--- src/rtl/mem_access_unit.sv ---
// Load/store front-end: byte-addressed LB/LH/LW/SB/SH/SW to a word-addressed memory; sub-word stores by read-modify-write.
// Latency accept->rsp_valid: load 2, word store 2, sub-word store 3, error 1 cycles.
// One request outstanding; req_ready=1 only in IDLE. Optional `MISALIGN_TRAP_EN turns misaligned half/word accesses into errors.
module mem_access_unit #(
    parameter int DEPTH = 121
) (
    input  logic        clk,
    input  logic        rst,
    input  logic        req_valid,
    output logic        req_ready,
    input  logic        req_we,
    input  logic [1:0]  req_size,
    input  logic        req_signed,
    input  logic [31:0] req_addr,
    input  logic [31:0] req_wdata,
    output logic        rsp_valid,
    output logic        rsp_err,
    output logic [31:0] rsp_rdata,
    output logic        mem_WE,
    output logic [31:0] mem_addr,
    output logic [31:0] mem_wdata,
    input  logic [31:0] mem_rdata
);
    typedef enum logic [2:0] {IDLE, LOAD, MERGE, WRITE, RESP} state_t;

    localparam logic [29:0] DEPTH_W = 30'(DEPTH);

    state_t      state, state_nxt;
    logic [1:0]  size_q;
    logic        sgn_q;
    logic [1:0]  off_q;
    logic [15:0] wdata_q;
    logic        err_q;

    logic        acc;
    logic        req_err;
    logic        misalign;
    logic [1:0]  off_eff;
    logic [31:0] lane;
    logic [31:0] load_ext;
    logic [31:0] lane_mask;
    logic [31:0] merged;

    assign req_ready = (state == IDLE);
    assign acc       = req_valid && req_ready;
    assign rsp_valid = (state == RESP);
    assign rsp_err   = rsp_valid && err_q;
    // Write enable is gated by reset so an in-flight WRITE never reaches memory.
    assign mem_WE    = (state == WRITE) && !rst;

`ifdef MISALIGN_TRAP_EN
    assign misalign = ((req_size == 2'b01) && req_addr[0]) ||
                      ((req_size == 2'b10) && (req_addr[1:0] != 2'b00));
`else
    assign misalign = 1'b0;
`endif

    assign req_err = (req_size == 2'b11) || (req_addr[31:2] >= DEPTH_W) || misalign;

    // Ignored low address bits are dropped here; with trapping enabled they never reach this point.
    always_comb begin
        off_eff = req_addr[1:0];
        if (req_size == 2'b01)
            off_eff = {req_addr[1], 1'b0};
        else if (req_size == 2'b10)
            off_eff = 2'b00;
    end

    always_comb begin
        lane     = mem_rdata >> {off_q, 3'b000};
        load_ext = lane;
        case (size_q)
            2'b00:   load_ext = {{24{sgn_q & lane[7]}}, lane[7:0]};
            2'b01:   load_ext = {{16{sgn_q & lane[15]}}, lane[15:0]};
            default: load_ext = mem_rdata;
        endcase
    end

    always_comb begin
        lane_mask = (size_q == 2'b00) ? 32'h0000_00FF : 32'h0000_FFFF;
        lane_mask = lane_mask << {off_q, 3'b000};
        merged    = (mem_rdata & ~lane_mask) |
                    (({16'h0, wdata_q} << {off_q, 3'b000}) & lane_mask);
    end

    always_comb begin
        state_nxt = state;
        case (state)
            IDLE: begin
                if (acc) begin
                    if (req_err)
                        state_nxt = RESP;
                    else if (!req_we)
                        state_nxt = LOAD;
                    else if (req_size == 2'b10)
                        state_nxt = WRITE;
                    else
                        state_nxt = MERGE;
                end
            end
            LOAD:    state_nxt = RESP;
            MERGE:   state_nxt = WRITE;
            WRITE:   state_nxt = RESP;
            RESP:    state_nxt = IDLE;
            default: state_nxt = IDLE;
        endcase
    end

    always_ff @(posedge clk) begin
        if (rst) begin
            state     <= IDLE;
            size_q    <= 2'b00;
            sgn_q     <= 1'b0;
            off_q     <= 2'b00;
            wdata_q   <= 16'h0;
            err_q     <= 1'b0;
            rsp_rdata <= 32'h0;
            mem_addr  <= 32'h0;
            mem_wdata <= 32'h0;
        end else begin
            state <= state_nxt;
            if (acc) begin
                size_q  <= req_size;
                sgn_q   <= req_signed;
                off_q   <= off_eff;
                wdata_q <= req_wdata[15:0];
                err_q   <= req_err;
                if (!req_err) begin
                    mem_addr <= {2'b00, req_addr[31:2]};
                    if (req_we && (req_size == 2'b10))
                        mem_wdata <= req_wdata;
                end
            end
            if (state == LOAD)
                rsp_rdata <= load_ext;
            if (state == MERGE)
                mem_wdata <= merged;
        end
    end
endmodule

--- config.mk ---
export PLATFORM = sky130hd
export DESIGN_NAME = mem_access_unit
export DESIGN_NICKNAME = d
export VERILOG_FILES = /design/src/rtl/mem_access_unit.sv
export SDC_FILE = /design/constraint.sdc
export NUM_CORES = 1
export LEC_CHECK = 0
export ABC_AREA = 1
export CORE_MARGIN = 1.5
export CORE_UTILIZATION = 40
export CTS_BUF_LIST = sky130_fd_sc_hd__clkbuf_2
export CTS_CLUSTER_SIZE = 30
export DETAILED_ROUTE_END_ITERATION = 12
export PLACE_DENSITY_LB_ADDON = 0.1
export SYNTH_ARGS = -nofsm -noshare
export SYNTH_HDL_FRONTEND = slang
export SYNTH_SLANG_ARGS = --single-unit
--- constraint.sdc ---
create_clock -name clk -period 2.65 [get_ports clk]
set_clock_uncertainty 0.2 [all_clocks]
set_input_delay 0.265 -clock clk [delete_from_list [all_inputs] [get_ports clk]]
set_output_delay 0.265 -clock clk [all_outputs]
set_load 0.03 [all_outputs]
==> impl_metrics.yaml <==
cells_and_area:
  final_util: 0.590
  design_area_um2: 8910
  drive_above_1_share: 0.0649
  final_common_cell: "nand2_1"
  final_cell_mix: "227 x nand2_1, 196 x clkdlybuf4s50_1, 135 x nor2_1"
  nNetsFinal: 1261
  syn2layout_area_growth_pct: 45.0
route:
  drc_errors: 0
  first_pass_iters: 6
  num_vias: 6630
  vias_per_cell: 4.87
  drt_wl_total_mm: 20.2
  detail_route.wl_per_cell_um: 14.9
  drt_iter0_drc: 467
  detail-route-antenna-nets: 0
power_and_ir_drop:
  power_uw: 3790
  comb_power_share: 0.173
  p_per_area_nw_per_um2: 425
  leakagePower_uw: 0.00390
  p_sw_uw: 1150
  switching_share: 0.304
  intPower_uw: 2640
  peakVddDrop_mv: 0.284
  p_clk_frac: 0.340
  pwr-share-seq: 0.488
worst_setup_path:
  path_max_fanout: 4
  crit_required_ns: 2.18
  path_cells: "nor2_1 -> nand2_1 -> inv_2 -> dlygate4sd2_1"
  worst_setup_path_start_kind: "flip-flop"
  end_kind: "output pin"
  crit_slowest_cell: "dlygate4sd2_1"
  crit_type: "reg2out"
  slowest_delay_ns: 0.42
  arrival_ns: 1.89
floorplanning:
  core_um2: 15100
  pin_count: 203
  design.die.area_um2: 16100
  die_h_um: 127
  die_x_um: 127
  num_rows: 45
  initial_utilization: 0.407
synth:
  synth_top_area_share: 0.388
  yosys_warnings: 0
  synthCells: 945
  synth_cell_types: 31
  ys_seq_area_frac: 0.388
  synthesis.area_um2: 6140
  synth_area_leader_cell: "dfxtp_1"
  synthTopCellsByArea: "dfxtp_1 39%, nand2_1 14%, nor2_1 8.3%, o21ai_0 6.2%, inv_1 5.9%"
  ys_ff_latch: 119
  avgSynthCellArea_um2: 6.50
timing:
  fin_crit_sh: 0.889
  tightestPinTransition_ns: 0.579
  fin_crit_ns: 2.35
  relSlewSlack: 0.614
  rsz0062_at_grt: "no"
  setup_tns_ns: 0
  slew_violations: 0
  finalHoldViolations: 0
  setup_ws_ns: 0.295
  fmax_ghz: 0.425
  setup_violations: 0
clock_network:
  root_buffer: "clkbuf_2"
  clockBufferDepth: 2
  post_cts_buffers: 0
  clk_pin_slew_ns: 0.20
  cts_buffers: 17
  cts.sinks: 119
  worstSkewPairLatency_ns: 0.70
  cts_tree: "done"
  htreeDepth: 4
placed_design:
  dp_slack_ns: 0.430
  post_dp_cell_area_um2: 8260
  port_buffers: 200
  place_hpwl_mm: 14.5
  gp_congestion: 0.936
grt:
  antenna_found_initial: 1
  grt_max_degree: 51
  gr-usage-all-layers: 0.254
  grt_remaining_overflow: 0
  grt_pass1_wl_mm: 32.3
  grt_pass1_vias: 6318
status:
  status: "finished clean"
job:
  cap_violations: 0
min_path:
  hp-class: "in2reg"
[synth_stat cells]
master    instances
a21oi_1          66
o211ai_1         32
buf_1             4
clkinv_1          1
inv_4             1
nor3_1            2
nand3_2           3
or2_2             2
o21ai_1           3
nand2_4           2
nor2_2            4
o21a_1           24
o21ai_0          76
nand2_1         228
inv_1            96
clkbuf_1         29
conb_1            1
nand3b_1          1
o21ai_4           1
buf_4             6
dfxtp_1         119
a21oi_4           1
nor2_1          135
nand3_1          70
inv_2             9
a211oi_1          3
buf_6             1
buf_2            21
nor4_1            1
a21oi_2           1
o221ai_2          2
[per-layer routing]
metal | track usage | routed length (µm)
met1 | 0.322 | 8880
met2 | 0.413 | 9420
met3 | 0.0780 | 1650
met4 | 0.0816 | 285
met5 | 0 | 0
[cell type report]
type                       count  area [µm²]
antenna                        2        5.00
clock inverter                15         180
inverter                     107         404
clock buffer                  17        85.1
multi-input combinational    659        3080
timing repair buffer         254        2540
tap                          188         235
sequential                   119        2380
fill                        1497        6180
[logic make-up (layout without fill, tap and decap cells)]
family / count (synthesis) / count (layout) / synth area share
AOI/OAI and AO/OA: 209 / 209 / 0.202
and+or+nand+nor: 448 / 448 / 0.297
buffers and inverters: 168 / 393 / 0.112
DFF: 119 / 119 / 0.388
other: 1 / 4 / 0.000611
[flip-flops by register name (all words and copies together), names as in the netlist]
signal,cells
mem_addr,30
rsp_rdata,32
off_q,2
wdata_q,16
sgn_q,1
size_q,2
err_q,1
state,3
mem_wdata,32
[power by group through the flow]
stage | combinational (µW) | clock [µW] | sequential (µW)
3_3_place_gp | 604 | 0 | 1880
5_1_grt | 719 | 1410 | 1850
3_5_place_dp | 604 | 0 | 1880
2_1_floorplan | 335 | 0 | 1870
6_report | 655 | 1290 | 1850
4_1_cts | 651 | 1320 | 1850
[through the flow]
| step | instances | hold WS (ns) |
|---|---|---|
| 3_3_place_gp | 1289 | 0.226 |
| 6_report | 1361 | 0.0683 |
| 3_5_place_dp | 1289 | 0.227 |
| 5_1_grt | 1361 | 0.0287 |
| 2_1_floorplan | 946 | 0.208 |
| 4_1_cts | 1359 | 0.00402 |
[what timing repair did]
action / CTS / global route
setup endpoints to repair: 2 / 1
hold buffers: 38 / 0
gates resized for setup: 2 / 1
endpoints found under the hold margin: 38 / 0
cloned: 0 / 0
[worst max-delay path: cells and delay by family (launching register included)]
| family | cells | cell delay (ns) |
|---|---|---|
| buffers and inverters | 2 | 0.53 |
| flip-flops | 1 | 0.38 |
| AND/OR/NAND/NOR | 2 | 0.28 |
[final timing paths]
check	start	end	slack, ns	cells past startpoint
worst max-delay path	state[0]	req_ready	0.30	4
worst min-delay path	req_wdata[8]	wdata_q[8]	0.07	3
worst max register to register	off_q[1]	rsp_rdata[13]	0.41	7
worst min register to register	mem_addr[14]	mem_addr[14]	0.25	2
(Power assumes the default switching activity.)
